**config.mk**
```make
export PLATFORM = sky130hd
export DESIGN_NAME = aes_round_ctrl_flat
export DESIGN_NICKNAME = d
export VERILOG_FILES = /design/src/rtl/aes_round_ctrl_if.sv /design/src/rtl/aes_round_ctrl.sv /design/src/flat_wrapper.sv
export SDC_FILE = /design/constraint.sdc
export NUM_CORES = 1
export LEC_CHECK = 0
export CAP_MARGIN = 0
export CELL_PAD_IN_SITES_DETAIL_PLACEMENT = 2
export CELL_PAD_IN_SITES_GLOBAL_PLACEMENT = 2
export CORE_AREA = 2 2 303 305
export CTS_BUF_LIST = sky130_fd_sc_hd__clkbuf_16
export CTS_CLUSTER_DIAMETER = 120
export DETAILED_ROUTE_END_ITERATION = 10
export DIE_AREA = 0 0 305 307
export GPL_ROUTABILITY_DRIVEN = 0
export PLACE_DENSITY = 0.68
export SLEW_MARGIN = 15
export SYNTH_ARGS = -nofsm -noshare
export SYNTH_HDL_FRONTEND = slang
export SYNTH_SLANG_ARGS = --single-unit
```
**constraint.sdc**
```tcl
create_clock -name clk -period 16.5 [get_ports clk]
set_input_delay 3.3 -clock clk [delete_from_list [all_inputs] [get_ports clk]]
set_output_delay 3.3 -clock clk [all_outputs]
set_load 0.03 [all_outputs]
```
**src/rtl/aes_round_ctrl_if.sv**
```systemverilog
// Handshake and data bundle between the GCM front end, key store,
// aes_round datapath and the round sequencer.
interface aes_round_ctrl_if #(
    parameter int RND_SIZE = 128,
    parameter int KIDX_W   = 4
);
    logic                i_in_vld;
    logic                o_in_rdy;
    logic [RND_SIZE-1:0] i_in_text;
    logic [1:0]          i_in_nr;
    logic                o_key_rd;
    logic [KIDX_W-1:0]   o_key_idx;
    logic [RND_SIZE-1:0] i_key;
    logic                o_rnd_vld;
    logic [RND_SIZE-1:0] o_rnd_text;
    logic [RND_SIZE-1:0] o_rnd_key;
    logic                o_lst_rnd;
    logic                i_rnd_vld;
    logic [RND_SIZE-1:0] i_rnd_text;
    logic                o_out_vld;
    logic                i_out_rdy;
    logic [RND_SIZE-1:0] o_out_text;
    logic                o_err;

    modport master (
        output i_in_vld, i_in_text, i_in_nr, i_key,
        output i_rnd_vld, i_rnd_text, i_out_rdy,
        input  o_in_rdy, o_key_rd, o_key_idx, o_rnd_vld,
        input  o_rnd_text, o_rnd_key, o_lst_rnd,
        input  o_out_vld, o_out_text, o_err
    );

    modport slave (
        input  i_in_vld, i_in_text, i_in_nr, i_key,
        input  i_rnd_vld, i_rnd_text, i_out_rdy,
        output o_in_rdy, o_key_rd, o_key_idx, o_rnd_vld,
        output o_rnd_text, o_rnd_key, o_lst_rnd,
        output o_out_vld, o_out_text, o_err
    );
endinterface

```
**src/rtl/aes_round_ctrl.sv**
```systemverilog
// Round sequencer for the iterative AES datapath: initial AddRoundKey,
// then Nr rounds with keys fetched by index, one block in flight.
module aes_round_ctrl #(
    parameter int RND_SIZE = 128,
    parameter int KIDX_W   = 4,
    parameter int TMO_CYC  = 255
) (
    input  logic            clk,
    input  logic            rst,
    aes_round_ctrl_if.slave bus
);
    typedef enum logic [2:0] {
        IDLE,
        KEY0,
        ISSUE,
        WAIT,
        DONE
    } state_e;

    localparam logic [15:0] TMO_LAST = 16'(TMO_CYC - 1);

    state_e              st_q, st_d;
    logic [RND_SIZE-1:0] text_q, text_d;
    logic [3:0]          cnt_q, cnt_d;
    logic [3:0]          nr_q, nr_d;
    logic [15:0]         tmo_q, tmo_d;
    logic                err_q, err_d;

    logic                key_rd;
    logic [KIDX_W-1:0]   key_idx;
    logic                rnd_vld;
    logic                lst_rnd;

    // 0 -> 10, 1 -> 12, 2 -> 14 rounds
    function automatic logic [3:0] nr_of(input logic [1:0] k);
        return 4'd10 + {1'b0, k, 1'b0};
    endfunction

    always_ff @(posedge clk or posedge rst) begin
        if (rst) begin
            st_q   <= IDLE;
            text_q <= '0;
            cnt_q  <= '0;
            nr_q   <= '0;
            tmo_q  <= '0;
            err_q  <= 1'b0;
        end else begin
            st_q   <= st_d;
            text_q <= text_d;
            cnt_q  <= cnt_d;
            nr_q   <= nr_d;
            tmo_q  <= tmo_d;
            err_q  <= err_d;
        end
    end

    always_comb begin
        st_d    = st_q;
        text_d  = text_q;
        cnt_d   = cnt_q;
        nr_d    = nr_q;
        tmo_d   = tmo_q;
        err_d   = 1'b0;
        key_rd  = 1'b0;
        key_idx = '0;
        rnd_vld = 1'b0;
        lst_rnd = 1'b0;
        unique case (st_q)
            IDLE: begin
                if (bus.i_in_vld) begin
                    if (bus.i_in_nr == 2'd3) begin
                        err_d = 1'b1;
                    end else begin
                        text_d = bus.i_in_text;
                        nr_d   = nr_of(bus.i_in_nr);
                        key_rd = 1'b1;
                        st_d   = KEY0;
                    end
                end
            end
            KEY0: begin
                text_d  = text_q ^ bus.i_key;
                cnt_d   = 4'd1;
                key_rd  = 1'b1;
                key_idx = KIDX_W'(1);
                st_d    = ISSUE;
            end
            ISSUE: begin
                rnd_vld = 1'b1;
                lst_rnd = (cnt_q == nr_q);
                tmo_d   = '0;
                st_d    = WAIT;
            end
            WAIT: begin
                if (bus.i_rnd_vld) begin
                    text_d = bus.i_rnd_text;
                    if (cnt_q == nr_q) begin
                        st_d = DONE;
                    end else begin
                        cnt_d   = cnt_q + 4'd1;
                        key_rd  = 1'b1;
                        key_idx = KIDX_W'(cnt_q + 4'd1);
                        st_d    = ISSUE;
                    end
                end else if (tmo_q == TMO_LAST) begin
                    // datapath never answered: drop the block
                    err_d = 1'b1;
                    st_d  = IDLE;
                end else begin
                    tmo_d = tmo_q + 16'd1;
                end
            end
            DONE: begin
                if (bus.i_out_rdy) begin
                    st_d = IDLE;
                end
            end
            default: begin
                st_d = IDLE;
            end
        endcase
    end

    assign bus.o_in_rdy   = (st_q == IDLE);
    assign bus.o_key_rd   = key_rd;
    assign bus.o_key_idx  = key_idx;
    assign bus.o_rnd_vld  = rnd_vld;
    assign bus.o_rnd_text = rnd_vld ? text_q : '0;
    assign bus.o_rnd_key  = rnd_vld ? bus.i_key : '0;
    assign bus.o_lst_rnd  = lst_rnd;
    assign bus.o_out_vld  = (st_q == DONE);
    assign bus.o_out_text = text_q;
    assign bus.o_err      = err_q;
endmodule

```
**src/flat_wrapper.sv**
```systemverilog
// flat-port wrapper written by rule: the top's interface ports become plain ports
module aes_round_ctrl_flat 
#(
    parameter int RND_SIZE = 128,
    parameter int KIDX_W   = 4,
    parameter int TMO_CYC  = 255
)
  (clk, rst, bus_i_in_vld, bus_i_in_text, bus_i_in_nr, bus_i_key, bus_i_rnd_vld, bus_i_rnd_text, bus_i_out_rdy, bus_o_in_rdy, bus_o_key_rd, bus_o_key_idx, bus_o_rnd_vld, bus_o_rnd_text, bus_o_rnd_key, bus_o_lst_rnd, bus_o_out_vld, bus_o_out_text, bus_o_err);
  aes_round_ctrl_if #(.RND_SIZE(RND_SIZE), .KIDX_W(KIDX_W)) bus_i ();
  input  logic clk;
  input  logic rst;
  input wire logic [$bits(bus_i.i_in_vld)-1:0] bus_i_in_vld;
  input wire logic [$bits(bus_i.i_in_text)-1:0] bus_i_in_text;
  input wire logic [$bits(bus_i.i_in_nr)-1:0] bus_i_in_nr;
  input wire logic [$bits(bus_i.i_key)-1:0] bus_i_key;
  input wire logic [$bits(bus_i.i_rnd_vld)-1:0] bus_i_rnd_vld;
  input wire logic [$bits(bus_i.i_rnd_text)-1:0] bus_i_rnd_text;
  input wire logic [$bits(bus_i.i_out_rdy)-1:0] bus_i_out_rdy;
  output wire logic [$bits(bus_i.o_in_rdy)-1:0] bus_o_in_rdy;
  output wire logic [$bits(bus_i.o_key_rd)-1:0] bus_o_key_rd;
  output wire logic [$bits(bus_i.o_key_idx)-1:0] bus_o_key_idx;
  output wire logic [$bits(bus_i.o_rnd_vld)-1:0] bus_o_rnd_vld;
  output wire logic [$bits(bus_i.o_rnd_text)-1:0] bus_o_rnd_text;
  output wire logic [$bits(bus_i.o_rnd_key)-1:0] bus_o_rnd_key;
  output wire logic [$bits(bus_i.o_lst_rnd)-1:0] bus_o_lst_rnd;
  output wire logic [$bits(bus_i.o_out_vld)-1:0] bus_o_out_vld;
  output wire logic [$bits(bus_i.o_out_text)-1:0] bus_o_out_text;
  output wire logic [$bits(bus_i.o_err)-1:0] bus_o_err;
  assign bus_i.i_in_vld = bus_i_in_vld;
  assign bus_i.i_in_text = bus_i_in_text;
  assign bus_i.i_in_nr = bus_i_in_nr;
  assign bus_i.i_key = bus_i_key;
  assign bus_i.i_rnd_vld = bus_i_rnd_vld;
  assign bus_i.i_rnd_text = bus_i_rnd_text;
  assign bus_i.i_out_rdy = bus_i_out_rdy;
  assign bus_o_in_rdy = bus_i.o_in_rdy;
  assign bus_o_key_rd = bus_i.o_key_rd;
  assign bus_o_key_idx = bus_i.o_key_idx;
  assign bus_o_rnd_vld = bus_i.o_rnd_vld;
  assign bus_o_rnd_text = bus_i.o_rnd_text;
  assign bus_o_rnd_key = bus_i.o_rnd_key;
  assign bus_o_lst_rnd = bus_i.o_lst_rnd;
  assign bus_o_out_vld = bus_i.o_out_vld;
  assign bus_o_out_text = bus_i.o_out_text;
  assign bus_o_err = bus_i.o_err;
  aes_round_ctrl #(.RND_SIZE(RND_SIZE), .KIDX_W(KIDX_W), .TMO_CYC(TMO_CYC)) u_core (.clk(clk), .rst(rst), .bus(bus_i));
endmodule
```
* Word-level counts from Yosys, hierarchy flattened
Cells that the tools add are included.
W data, S select, Z words.
** Operators by class
- Add/subtract/negate cells :: 3
- $mul :: 0
- Div/mod/pow operators :: 0
- Order comparisons :: 0
- Equality and inequality tests :: 15
- Shift-type cells :: 0
- Mux-type cells :: 34
- Bitwise logic cells :: 2
- Reductions and logical operators :: 9
** Operators by type and width (count)
- $mux W128 :: 5
- $pmux W128 S3 :: 1
- $xor A128 B128 Y128 :: 1
- $mux W16 :: 2
- $pmux W16 S2 :: 1
- $mux W3 :: 6
- $add A16 B1 Y16 const B :: 1
- $eq A16 B8 Y1 const B :: 1
- $mux W4 :: 4
- $pmux W4 S2 :: 2
- $pmux W3 S5 :: 1
- $ne A2 B2 Y1 const B :: 7
- $mux W1 :: 10
- $reduce_and A3 Y1 :: 3
- $reduce_and A4 Y1 :: 2
- $eq A3 B2 Y1 const B :: 2
- $add A4 B1 Y4 const B :: 1
- $add A4 B3 Y4 const A :: 1
- $eq A4 B4 Y1 :: 1
- $reduce_bool A2 Y1 :: 2
- $eq A3 B1 Y1 const B :: 1
- $eq A3 B3 Y1 const B :: 1
- $logic_not A3 Y1 :: 1
- $ne A3 B2 Y1 const B :: 1
- other kinds (5) :: 5
** Storage, ports and cells
- Bits in registers :: 156
- Latch bits :: 0
- Memory bits (writable) :: 0
- Memory bits (read-only) :: 0
- Output and inout bits :: 394
- Word-level logic and storage cells :: 69
- Memories :: 0

* Depth between registers and ports, before layout
Gate-level depths: netlist (run 1).
- Depth after elaboration :: 4
- Depth in mapped cells :: 8
- Mapped depth without buffers :: 6

* Least setup slack after synthesis (run 1)
OpenSTA, ideal clock, no wires.
- Kind :: input to output
- From :: in bus_i_rnd_vld
- To :: out bus_o_key_idx[2]
- Arrival :: 4.596 ns
- Data required time :: 13.200 ns
- Slack :: 8.604 ns
- Stages :: 4
- Path buffers :: 2
- Path through :: buf_4 nand4b_1 buf_2 nor3b_1
** On the way
- Cells in the longest elaborated chain, start to end :: 2
** Ends and longest elaborated chain
- start: declaration :: line flat_wrapper.sv:16 : input wire logic [$bits(bus_i.i_rnd_vld)-1:0] bus_i_rnd_vld;
- $mux W4 :: line aes_round_ctrl.sv:95 : if (bus.i_rnd_vld) begin
- $pmux W4 S2 :: line aes_round_ctrl.sv:68 : unique case (st_q)
- end: declaration :: line flat_wrapper.sv:21 : output wire logic [$bits(bus_i.o_key_idx)-1:0] bus_o_key_idx;
No other way between the ends.

* Worst setup path after layout (run 1)
Ends and elaborated chain as after synthesis.

==> results by group, run 1 <==
Floorplanning
  • Die area: 0.0936 mm^2
  • Initial core utilization: 13.1%
  • Die width: 305 um
  • Core footprint: 0.0907 mm^2
  • FP Rows: 111
  • Io pins: 785
  • Die height: 307 um

Yosys
  • Post-synth ARST share: 100%
  • Top FF cell, synth: dfrtp_1
  • Post-synth EDFFs: 0
  • Net count after synthesis: 1893
  • Synth Warn #: 0
  • Synth cell types: 56
  • Sequential cell area fraction in the yosys report: 32.7%
  • Mapped Cells: 1498
  • Synthesis-stage register bit count: 155
  • Synthesized area: 0.0119 mm^2
  • Avg Inst Size Synth: 7.92 um^2

Route
  • Routed Antenna Nets: 0
  • Post-Route WL: 86.8 mm
  • Total iterations of the first detailed-routing run: 5
  • Avg WL per Cell: 25.9 um
  • Via Count: 15600
  • Number of DRC markers in iteration 0: 941
  • DRC: 0
  • Vias per cell: 4.67

Setup path
  • Element type at the critical path end: primary output
  • Worst reg2reg path depth: 7
  • Cells along the critical path: clkdlybuf4s50_1 -> nand4b_1 -> nor3b_1 -> clkdlybuf4s50_1
  • WP buf/inv: 2
  • CP max stage cell: clkdlybuf4s50_1
  • Worst setup path endpoint: bus_o_key_idx[2]
  • CP dominant cell by count: clkdlybuf4s50_1
  • Worst EP arrival: 5.89 ns
  • Critical path required time: 13.20 ns
  • FF-to-FF Start: u_core.st_q[2]$_DFFE_PP0P_
  • Reg2reg end: u_core.bus.o_out_text[100]$_DFFE_PP0P_
  • Crit path depth: 4
  • Startpoint Class: primary input
  • R2R Setup Slk: 12.52 ns
  • Worst stage delay on the critical path: 0.75 ns
  • Critical path class: primary input to primary output
  • CP delay by family, top: buffers and inverters
  • Beginning of the critical path: bus_i_rnd_vld
  • CP Max Fanout: 13

Global route
  • Congestion Overflow GR: 0
  • First-pass GRT wire length: 126 mm
  • Overall routing resource usage: 17.9%
  • Pin count of the biggest net entering global routing: 148
  • Initial antenna violation count: 0
  • Number of global-route vias before repair: 17129

Layout
  • Layout cells sized above 1: 3.66%
  • Filler Cell Count: 10421
  • Commonest cells after routing, fill and taps aside: clkdlybuf4s50_1, and3_1, nor2_1
  • Multi-input logic area: 0.00722 mm^2
  • Net count, final: 2540
  • Area delta synth->final: 79.1%
  • Finished Cell Area: 0.0212 mm^2
  • Final instance count without filler cells: 3344
  • Commonest non-fill, non-tap cell in the layout: clkdlybuf4s50_1
  • FF/Latch Area: 0.00389 mm^2

Clock tree
  • Setup bufs post-CTS: 0
  • Clock transition at the registers of the reported paths: 0.07 ns
  • Total CTS buffers: 17
  • CTS Sinks: 155
  • CTS max path bufs: 2
  • Post-CTS Resized: 0
  • Clock Latency Late Sink: 0.47 ns
  • CTS root buffer: clkbuf_16
  • CTS tree: built
  • H-tree Lvls: 4
  • Hold buffers post-CTS: 0

STA
  • Fin crit period: 9.19 ns
  • Final Skew: 0.0145 ns
  • RSZ-0062 raised after global routing: no
  • Post-route setup TNS: 0 ns
  • Max-slew violations: 0
  • Setup violations, final: 0
  • Worst hold slack: 0.531 ns
  • Final Hold Viols: 0
  • Worst Tran Pin Value: 1.18 ns
  • Slew HR: 21.6%
  • Fmax: 109 MHz
  • Final Cycle Share: 55.7%

Placement
  • Detailed Place HPWL: 64.2 mm
  • Cells after DPL: 3310
  • PortBufs: 784
  • Post-DP Area: 0.0206 mm^2

Power and ir drop
  • PwrDens: 217 mW/mm^2
  • Leak: 8.56 nW
  • Worst vdd ir: 82.2 uV

Flow run
  • Maxcap violations: 0

Run status
  • Status: complete, no violations

Min path
  • Worst min path class: register to register
  • WHS Path Cells: 1
-- kinds of logic (layout without fill, tap and decap cells) --
group                    count (synthesis)  count (layout)  share of synthesized area [%]
AO/OA/AOI/OAI                          495             495                           30.2
AND/OR/NAND/NOR                        647             647                           29.1
multiplexers                             6               6                          0.517
adder cells (fa/ha/maj)                  4               4                          0.422
buffers and inverters                  186             845                           6.66
XOR/XNOR                                 5               5                          0.369
other                                    0               1                              0
flip-flops                             155             155                           32.7
-- stage by stage --
step,power (mW),utilization [%],worst slack (ns)
after floorplan,2.69,-,8.60
after global placement,4.15,22.8,7.32
after detailed placement,4.23,22.8,7.36
after CTS,4.67,23.4,7.36
after global routing,4.90,23.4,7.22
final,4.61,23.4,7.31
-- power by group --
| group | total (mW) | switching [mW] | internal, mW |
|---|---|---|---|
| registers | 0.840 | 0.276 | 0.564 |
| logic | 3.36 | 2.13 | 1.23 |
| clock network | 0.410 | 0.202 | 0.207 |
| total | 4.61 | 2.61 | 2.00 |
-- sequential cells by signal, indices dropped and copies added (netlist names) --
name                   cells
u_core.bus.o_err           1
u_core.cnt_q               4
u_core.bus.o_out_text    128
u_core.st_q                3
u_core.nr_q                3
u_core.tmo_q              16
-- metal layers --
metal	GRT usage (%)	vias up	share of wire [%]
met1	21.3	8040	41
met5	0	-	0
met2	32.5	561	51
met3	4.00	54	5.5
li1	-	6945	-
met4	4.59	0	2.0
-- worst min path at each step --
stage | start | end | slack, ns
after floorplan | u_core.nr_q[3]$_DFFE_PP0P_ | u_core.nr_q[3]$_DFFE_PP0P_ | 0.45
after global placement | u_core.nr_q[3]$_DFFE_PP0P_ | u_core.nr_q[3]$_DFFE_PP0P_ | 0.47
after detailed placement | u_core.nr_q[3]$_DFFE_PP0P_ | u_core.nr_q[3]$_DFFE_PP0P_ | 0.52
after CTS | u_core.nr_q[3]$_DFFE_PP0P_ | u_core.nr_q[3]$_DFFE_PP0P_ | 0.54
after global routing | u_core.nr_q[3]$_DFFE_PP0P_ | u_core.nr_q[3]$_DFFE_PP0P_ | 0.56
final | u_core.nr_q[3]$_DFFE_PP0P_ | u_core.nr_q[3]$_DFFE_PP0P_ | 0.53
-- synthesized netlist by cell type (2+ instances only) --
cell / count / area (um^2)
or4b_1: 2 / 20.0
nand4b_1: 2 / 17.5
a211oi_1: 53 / 398
o31ai_1: 168 / 1260
ha_1: 4 / 50.1
nor3_1: 2 / 10.0
o21ai_1: 78 / 390
or4_1: 2 / 15.0
a21oi_1: 10 / 50.1
buf_6: 3 / 33.8
buf_1: 6 / 22.5
inv_1: 5 / 18.8
and2_1: 2 / 12.5
o41ai_1: 2 / 17.5
nor3b_1: 56 / 420
dfrtp_1: 155 / 3880
nand2_1: 22 / 82.6
inv_2: 2 / 7.51
or3_1: 5 / 31.3
nand2b_1: 7 / 43.8
and3_1: 259 / 1620
nor2b_1: 3 / 18.8
nand3b_1: 2 / 15.0
nand3_1: 6 / 30.0
a21o_1: 2 / 15.0
and4_1: 3 / 26.3
o31ai_2: 15 / 188
o21ai_0: 80 / 400
nor4_1: 3 / 18.8
a221o_1: 75 / 751
clkbuf_1: 125 / 469
nor2_1: 258 / 968
nor4b_1: 2 / 17.5
mux2i_1: 5 / 50.1
o21a_1: 2 / 15.0
o311ai_1: 2 / 17.5
buf_4: 5 / 37.5
nand4_1: 5 / 31.3
xor2_1: 4 / 35.0
buf_2: 40 / 200
-- final cells by class --
class / instances / area share (%)
tap: 1186 / 6.99
clock inverter: 14 / 0.577
antenna: 1 / 0.0118
timing repair buffer: 807 / 37.9
clock buffer: 17 / 2.00
inverter: 7 / 0.194
multi-input combinational: 1157 / 34.0
sequential: 155 / 18.3
Note: power is estimated with default switching activity, not from simulation.
==> run 2: changes to the inputs <==
CORE_AREA = 2 2 302 304   (was 2 2 303 305)
DIE_AREA = 0 0 304 306   (was 0 0 305 307)
clock period = 8.6 ns   (was 16.5 ns; I/O delays follow)
==> results by group, run 2 (synthesis gave the netlist of run 1 again) <==
Layout
  • Final Core Density: 23.7% (+0.31 points)
  • Final instance count without filler cells: 3341 (-0.090%)
  • Largest register FFs: 128 (unchanged)
  • Layout cells sized above 1: 3.57% (-0.089 points)
  • Commonest non-fill, non-tap cell in the layout: clkdlybuf4s50_1
  • Area delta synth->final: 79.3%
  • Commonest cells after routing, fill and taps aside: clkdlybuf4s50_1, and3_1, nor2_1
  • Filler Cell Count: 10200 (-2.1%)
  • Net count, final: 2537 (-0.12%)

Power and ir drop
  • PwrDens: 412 mW/mm^2 (+90%)
  • Worst vdd ir: 243 uV (+200%)
  • Pwr Total: 8.77 mW (+90%)
  • Leak: 8.58 nW (+0.25%)

Floorplanning
  • Die width: 304 um (-0.33%)
  • Die height: 306 um (-0.33%)
  • FP Rows: 110 (-0.90%)
  • Io pins: 785 (unchanged)
  • Initial core utilization: 13.2% (+0.16 points)
  • Die area: 0.0930 mm^2 (-0.65%)
  • Core footprint: 0.0896 mm^2 (-1.2%)

Route
  • Via Count: 15619 (+0.12%)
  • Vias per cell: 4.67 (+0.21%)
  • Routed Antenna Nets: 0 (unchanged)
  • Post-Route WL: 82.0 mm (-5.5%)
  • Number of DRC markers in iteration 0: 691 (-27%)
  • Avg WL per Cell: 24.6 um (-5.4%)
  • Total iterations of the first detailed-routing run: 5 (unchanged)
  • DRC: 0 (unchanged)

Clock tree
  • CTS max path bufs: 2 (unchanged)
  • CTS root buffer: clkbuf_16
  • Setup bufs post-CTS: 0 (unchanged)
  • Post-CTS Resized: 0 (unchanged)
  • Clock transition at the registers of the reported paths: 0.07 ns (about the same)
  • Hold buffers post-CTS: 0 (unchanged)
  • Total CTS buffers: 17 (unchanged)
  • Clock Latency Late Sink: 0.50 ns (+0.03 ns)
  • CTS tree: built
  • CTS Sinks: 155 (unchanged)
  • H-tree Lvls: 4 (unchanged)

Global route
  • Overall routing resource usage: 17.1% (-0.87 points)
  • Initial antenna violation count: 17 (+17)
  • Pin count of the biggest net entering global routing: 146 (-1.4%)
  • Number of global-route vias before repair: 16917 (-1.2%)
  • First-pass GRT wire length: 120 mm (-4.9%)
  • Congestion Overflow GR: 0 (unchanged)

Setup path
  • Startpoint Class: primary input
  • Critical path class: primary input to primary output
  • Element type at the critical path end: primary output
  • Worst EP arrival: 4.31 ns (-1.58 ns)
  • CP Max Fanout: 13 (unchanged)
  • Critical path required time: 6.88 ns (-6.32 ns)

STA
  • Fin crit period: 6.03 ns
  • RSZ-0062 raised after global routing: no
  • Slew HR: 23.2% (+1.6 points)
  • Final Hold Viols: 0 (unchanged)
  • Final Cycle Share: 70.1%
  • Setup violations, final: 0 (unchanged)
  • Final Skew: 0.0155 ns (+0.000922 ns)
  • Worst Tran Pin Value: 1.15 ns (-0.0247 ns)
  • Worst hold slack: 0.530 ns (-0.00137 ns)
  • Max-slew violations: 0 (unchanged)
  • Post-route setup TNS: 0 ns (unchanged)
  • Fmax: 166 MHz

Placement
  • Cells after DPL: 3299 (-0.33%)
  • Detailed Place HPWL: 60.1 mm (-6.3%)
  • PortBufs: 784 (unchanged)

Flow run
  • Maxcap violations: 0 (unchanged)

Run status
  • Status: complete, no violations

Min path
  • Worst min path class: register to register
==> run 2: changes by cell type in the layout (fill, tap and decap cells not counted), sizes merged <==
cell and delta:
diode +9, clkinv +6, clkinvlp -5, buf -3, bufinv +2, inv -2
==> run 2: cell type report <==
type	instances	area [um^2]	share of cell area, %
Clock inverter	15	175	0.824
Sequential cell	155	3890	18.3
Timing Repair Buffer	804	8030	37.7
Inverter	7	36.3	0.171
Tap cell	1176	1470	6.92
Clock buffer	17	425	2.00
Antenna cell	10	25.0	0.118
Multi-Input combinational cell	1157	7220	34.0
==> run 2: worst paths after layout <==
path                       cells after the start                                endpoint                       start  slack (ns)
max                                            4                        bus_o_key_idx[3]               bus_i_rnd_vld        2.57
max in group asynchronous                      3  u_core.bus.o_out_text[103]$_DFFE_PP0P_                         rst        5.78
min in group asynchronous                      2   u_core.bus.o_out_text[15]$_DFFE_PP0P_                         rst        1.67
min                                            1              u_core.nr_q[3]$_DFFE_PP0P_  u_core.nr_q[3]$_DFFE_PP0P_        0.53
min reg2reg                                    1              u_core.nr_q[3]$_DFFE_PP0P_  u_core.nr_q[3]$_DFFE_PP0P_        0.53
max reg2reg                                    6   u_core.bus.o_out_text[42]$_DFFE_PP0P_  u_core.st_q[1]$_DFFE_PP0P_        5.30
==> run 2: per-stage QoR <==
stage | worst slack (ns) | instance area [um^2]
6_report | 2.57 | 21300
5_1_grt | 2.39 | 21300
4_1_cts | 2.55 | 21200
3_5_place_dp | 2.57 | 20600
3_3_place_gp | 2.61 | 20600
2_1_floorplan | 2.70 | 11900
==> run 2: power by group <==
part	leakage [nW]	internal, mW	switching [mW]
logic	6.38	2.34	3.93
clock network	0.302	0.458	0.391
registers	1.90	1.08	0.566
==> run 2: critical path, cell delays in order <==
cell and delay (ns):
clkdlybuf4s50_1 0.75, nand4b_1 0.60, nor3b_1 0.48, clkdlybuf4s50_1 0.75
==> run 2: metal layers <==
metal  vias to the layer above  GRT usage [%]  routed length (um)
met4                        12           5.17                1800
met1                      8021           20.4               34300
met2                       554           29.8               41000
met5                         -              0                  81
met3                        86           4.57                4920
li1                       6946              -                   -
==> run 3: changes to the inputs <==
CORE_AREA = 2 2 310 312   (was 2 2 302 304)
DIE_AREA = 0 0 312 314   (was 0 0 304 306)
clock period = 4.85 ns   (was 8.6 ns; I/O delays follow)
==> results by group, run 3 (synthesis gave the netlist of run 1 again) <==
Clock tree
  • Post-CTS Resized: 0 (unchanged)
  • Hold buffers post-CTS: 0 (unchanged)
  • Total CTS buffers: 17 (unchanged)
  • CTS root buffer: clkbuf_16
  • H-tree Lvls: 4 (unchanged)
  • Setup bufs post-CTS: 0 (unchanged)
  • Clock Latency Late Sink: 0.49 ns (about the same)
  • CTS tree: built
  • Clock transition at the registers of the reported paths: 0.07 ns (about the same)
  • CTS max path bufs: 2 (unchanged)
  • CTS Sinks: 155 (unchanged)

Setup path
  • Element type at the critical path end: primary output
  • Worst EP arrival: 3.18 ns (-1.13 ns)
  • Reg2reg end: u_core.bus.o_out_text[98]$_DFFE_PP0P_
  • Critical path required time: 3.88 ns (-3.00 ns)
  • Startpoint Class: register
  • CP Max Fanout: 109 (+96)
  • Worst reg2reg path depth: 6 (unchanged)
  • FF-to-FF Start: u_core.st_q[1]$_DFFE_PP0P_
  • R2R Setup Slk: 1.81 ns (-3.49 ns)
  • Critical path class: register to primary output

Global route
  • Number of global-route vias before repair: 17234 (+1.9%)
  • Pin count of the biggest net entering global routing: 171 (+17%)
  • Initial antenna violation count: 4 (-13)
  • Congestion Overflow GR: 0 (unchanged)
  • Overall routing resource usage: 16.0% (-1.1 points)
  • First-pass GRT wire length: 120 mm (+0.29%)

STA
  • Fmax: 241 MHz
  • Max-slew violations: 0 (unchanged)
  • Final Skew: 0.0133 ns (-0.00218 ns)
  • RSZ-0062 raised after global routing: no
  • Final Cycle Share: 85.7%
  • Final Hold Viols: 0 (unchanged)
  • Worst Tran Pin Value: 0.931 ns (-0.221 ns)
  • Post-route setup TNS: 0 ns (unchanged)
  • Fin crit period: 4.15 ns
  • Slew HR: 37.9% (+15 points)
  • Setup violations, final: 0 (unchanged)

Route
  • DRC: 0 (unchanged)
  • Avg WL per Cell: 23.6 um (-3.8%)
  • Vias per cell: 4.50 (-3.7%)
  • Total iterations of the first detailed-routing run: 4 (-1)
  • Number of DRC markers in iteration 0: 744 (+7.7%)
  • Post-Route WL: 81.1 mm (-1.1%)
  • Via Count: 15456 (-1.0%)
  • Routed Antenna Nets: 0 (unchanged)

Min path
  • WHS Path Cells: 1 (unchanged)
  • Endpoint, Worst Hold: u_core.nr_q[3]$_DFFE_PP0P_
  • Worst min path class: register to register
  • Worst Hold Launch: u_core.nr_q[3]$_DFFE_PP0P_

Layout
  • Finished Cell Area: 0.0215 mm^2 (+1.1%)
  • Filler Cell Count: 10928 (+7.1%)
  • Net count, final: 2542 (+0.20%)
  • Commonest non-fill, non-tap cell in the layout: clkdlybuf4s50_1
  • Multi-input logic area: 0.00722 mm^2 (unchanged)
  • Largest register FFs: 128 (unchanged)
  • FF/Latch Area: 0.00389 mm^2 (unchanged)
  • Layout cells sized above 1: 3.70% (+0.13 points)
  • Area delta synth->final: 81.2%
  • Commonest cells after routing, fill and taps aside: clkdlybuf4s50_1, and3_1, nor2_1

Power and ir drop
  • Worst vdd ir: 461 uV (+90%)
  • Sw frac: 55.3% (-0.50 points)
  • Leak: 8.64 nW (+0.67%)
  • Power share of the clock group: 9.5% (-0.2 points)
  • Sequential share of power: 18.1% (-0.7 points)
  • Pint: 6.97 mW (+80%)
  • PwrDens: 725 mW/mm^2 (+76%)
  • Psw: 8.61 mW (+76%)
  • Comb power frac: 72.4% (+0.9 points)

Floorplanning
  • Die width: 312 um (+2.6%)
  • Io pins: 785 (unchanged)
  • Die height: 314 um (+2.6%)
  • Initial core utilization: 12.6% (-0.68 points)
  • FP Rows: 113 (+2.7%)
  • Core footprint: 0.0944 mm^2 (+5.4%)
  • Die area: 0.0980 mm^2 (+5.3%)

Flow run
  • Maxcap violations: 0 (unchanged)

Run status
  • Status: complete, no violations

Placement
  • Detailed Place HPWL: 59.8 mm (-0.54%)
  • PortBufs: 784 (unchanged)
  • Post-DP Area: 0.0209 mm^2 (+1.2%)
run 3: per-stage QoR:
stage / power (mW) / instances / hold WS [ns] / setup WS (ns) / utilization, %
global route: 16.6 / 3425 / 0.546 / 0.543 / 22.7
detailed placement: 14.3 / 3393 / 0.483 / 0.984 / 22.1
floorplan: 9.14 / 1498 / 0.455 / 1.61 / -
finish: 15.6 / 3432 / 0.506 / 0.696 / 22.8
CTS: 15.9 / 3425 / 0.505 / 0.644 / 22.7
global placement: 13.9 / 3393 / 0.483 / 1.01 / 22.1
run 3: worst max-delay path by stage:
stage,from,endpoint,slack (ns),depth (start not counted)
floorplan,bus_i_rnd_vld,bus_o_key_idx[2],1.61,4
global placement,bus_i_rnd_vld,bus_o_key_idx[3],1.01,4
detailed placement,bus_i_in_nr[1],bus_o_key_rd,0.98,6
CTS,u_core.st_q[0]$_DFFE_PP0P_,bus_o_rnd_text[8],0.64,4
global route,u_core.st_q[0]$_DFFE_PP0P_,bus_o_rnd_text[7],0.54,4
finish,u_core.st_q[0]$_DFFE_PP0P_,bus_o_rnd_key[42],0.70,4
run 3: per-layer routing:
| layer | global-route usage, % | wire length [um] | share of wire (%) | vias to the layer above |
|---|---|---|---|---|
| met5 | 0 | 13 | 0.016 | - |
| met4 | 4.06 | 1250 | 1.5 | 2 |
| met3 | 3.41 | 4050 | 5.0 | 47 |
| met2 | 29.2 | 42100 | 52 | 488 |
| met1 | 19.0 | 33700 | 42 | 7967 |
| li1 | - | - | - | 6952 |
run 3: power groups by stage:
stage	clock, mW	combinational, mW	sequential [mW]
after floorplan	0	5.66	3.48
after global placement	0	11.1	2.83
after detailed placement	0	11.4	2.87
after CTS	1.56	11.5	2.86
after global routing	1.59	12.1	2.94
final	1.47	11.3	2.82
run 3: worst max-delay path, stage by stage, from the launching register on:
cell and delay (ns):
dfrtp_1 0.56, inv_6 0.52, buf_4 0.47, and3_1 0.26, clkdlybuf4s50_1 0.69
run 3: cell type report:
type	count	share of cell area (%)
timing repair buffer	809	38.0
antenna	7	0.0815
sequential	155	18.1
clock buffer	17	1.98
inverter	7	0.163
clock inverter	15	0.733
tap	1265	7.36
multi-input combinational	1157	33.6
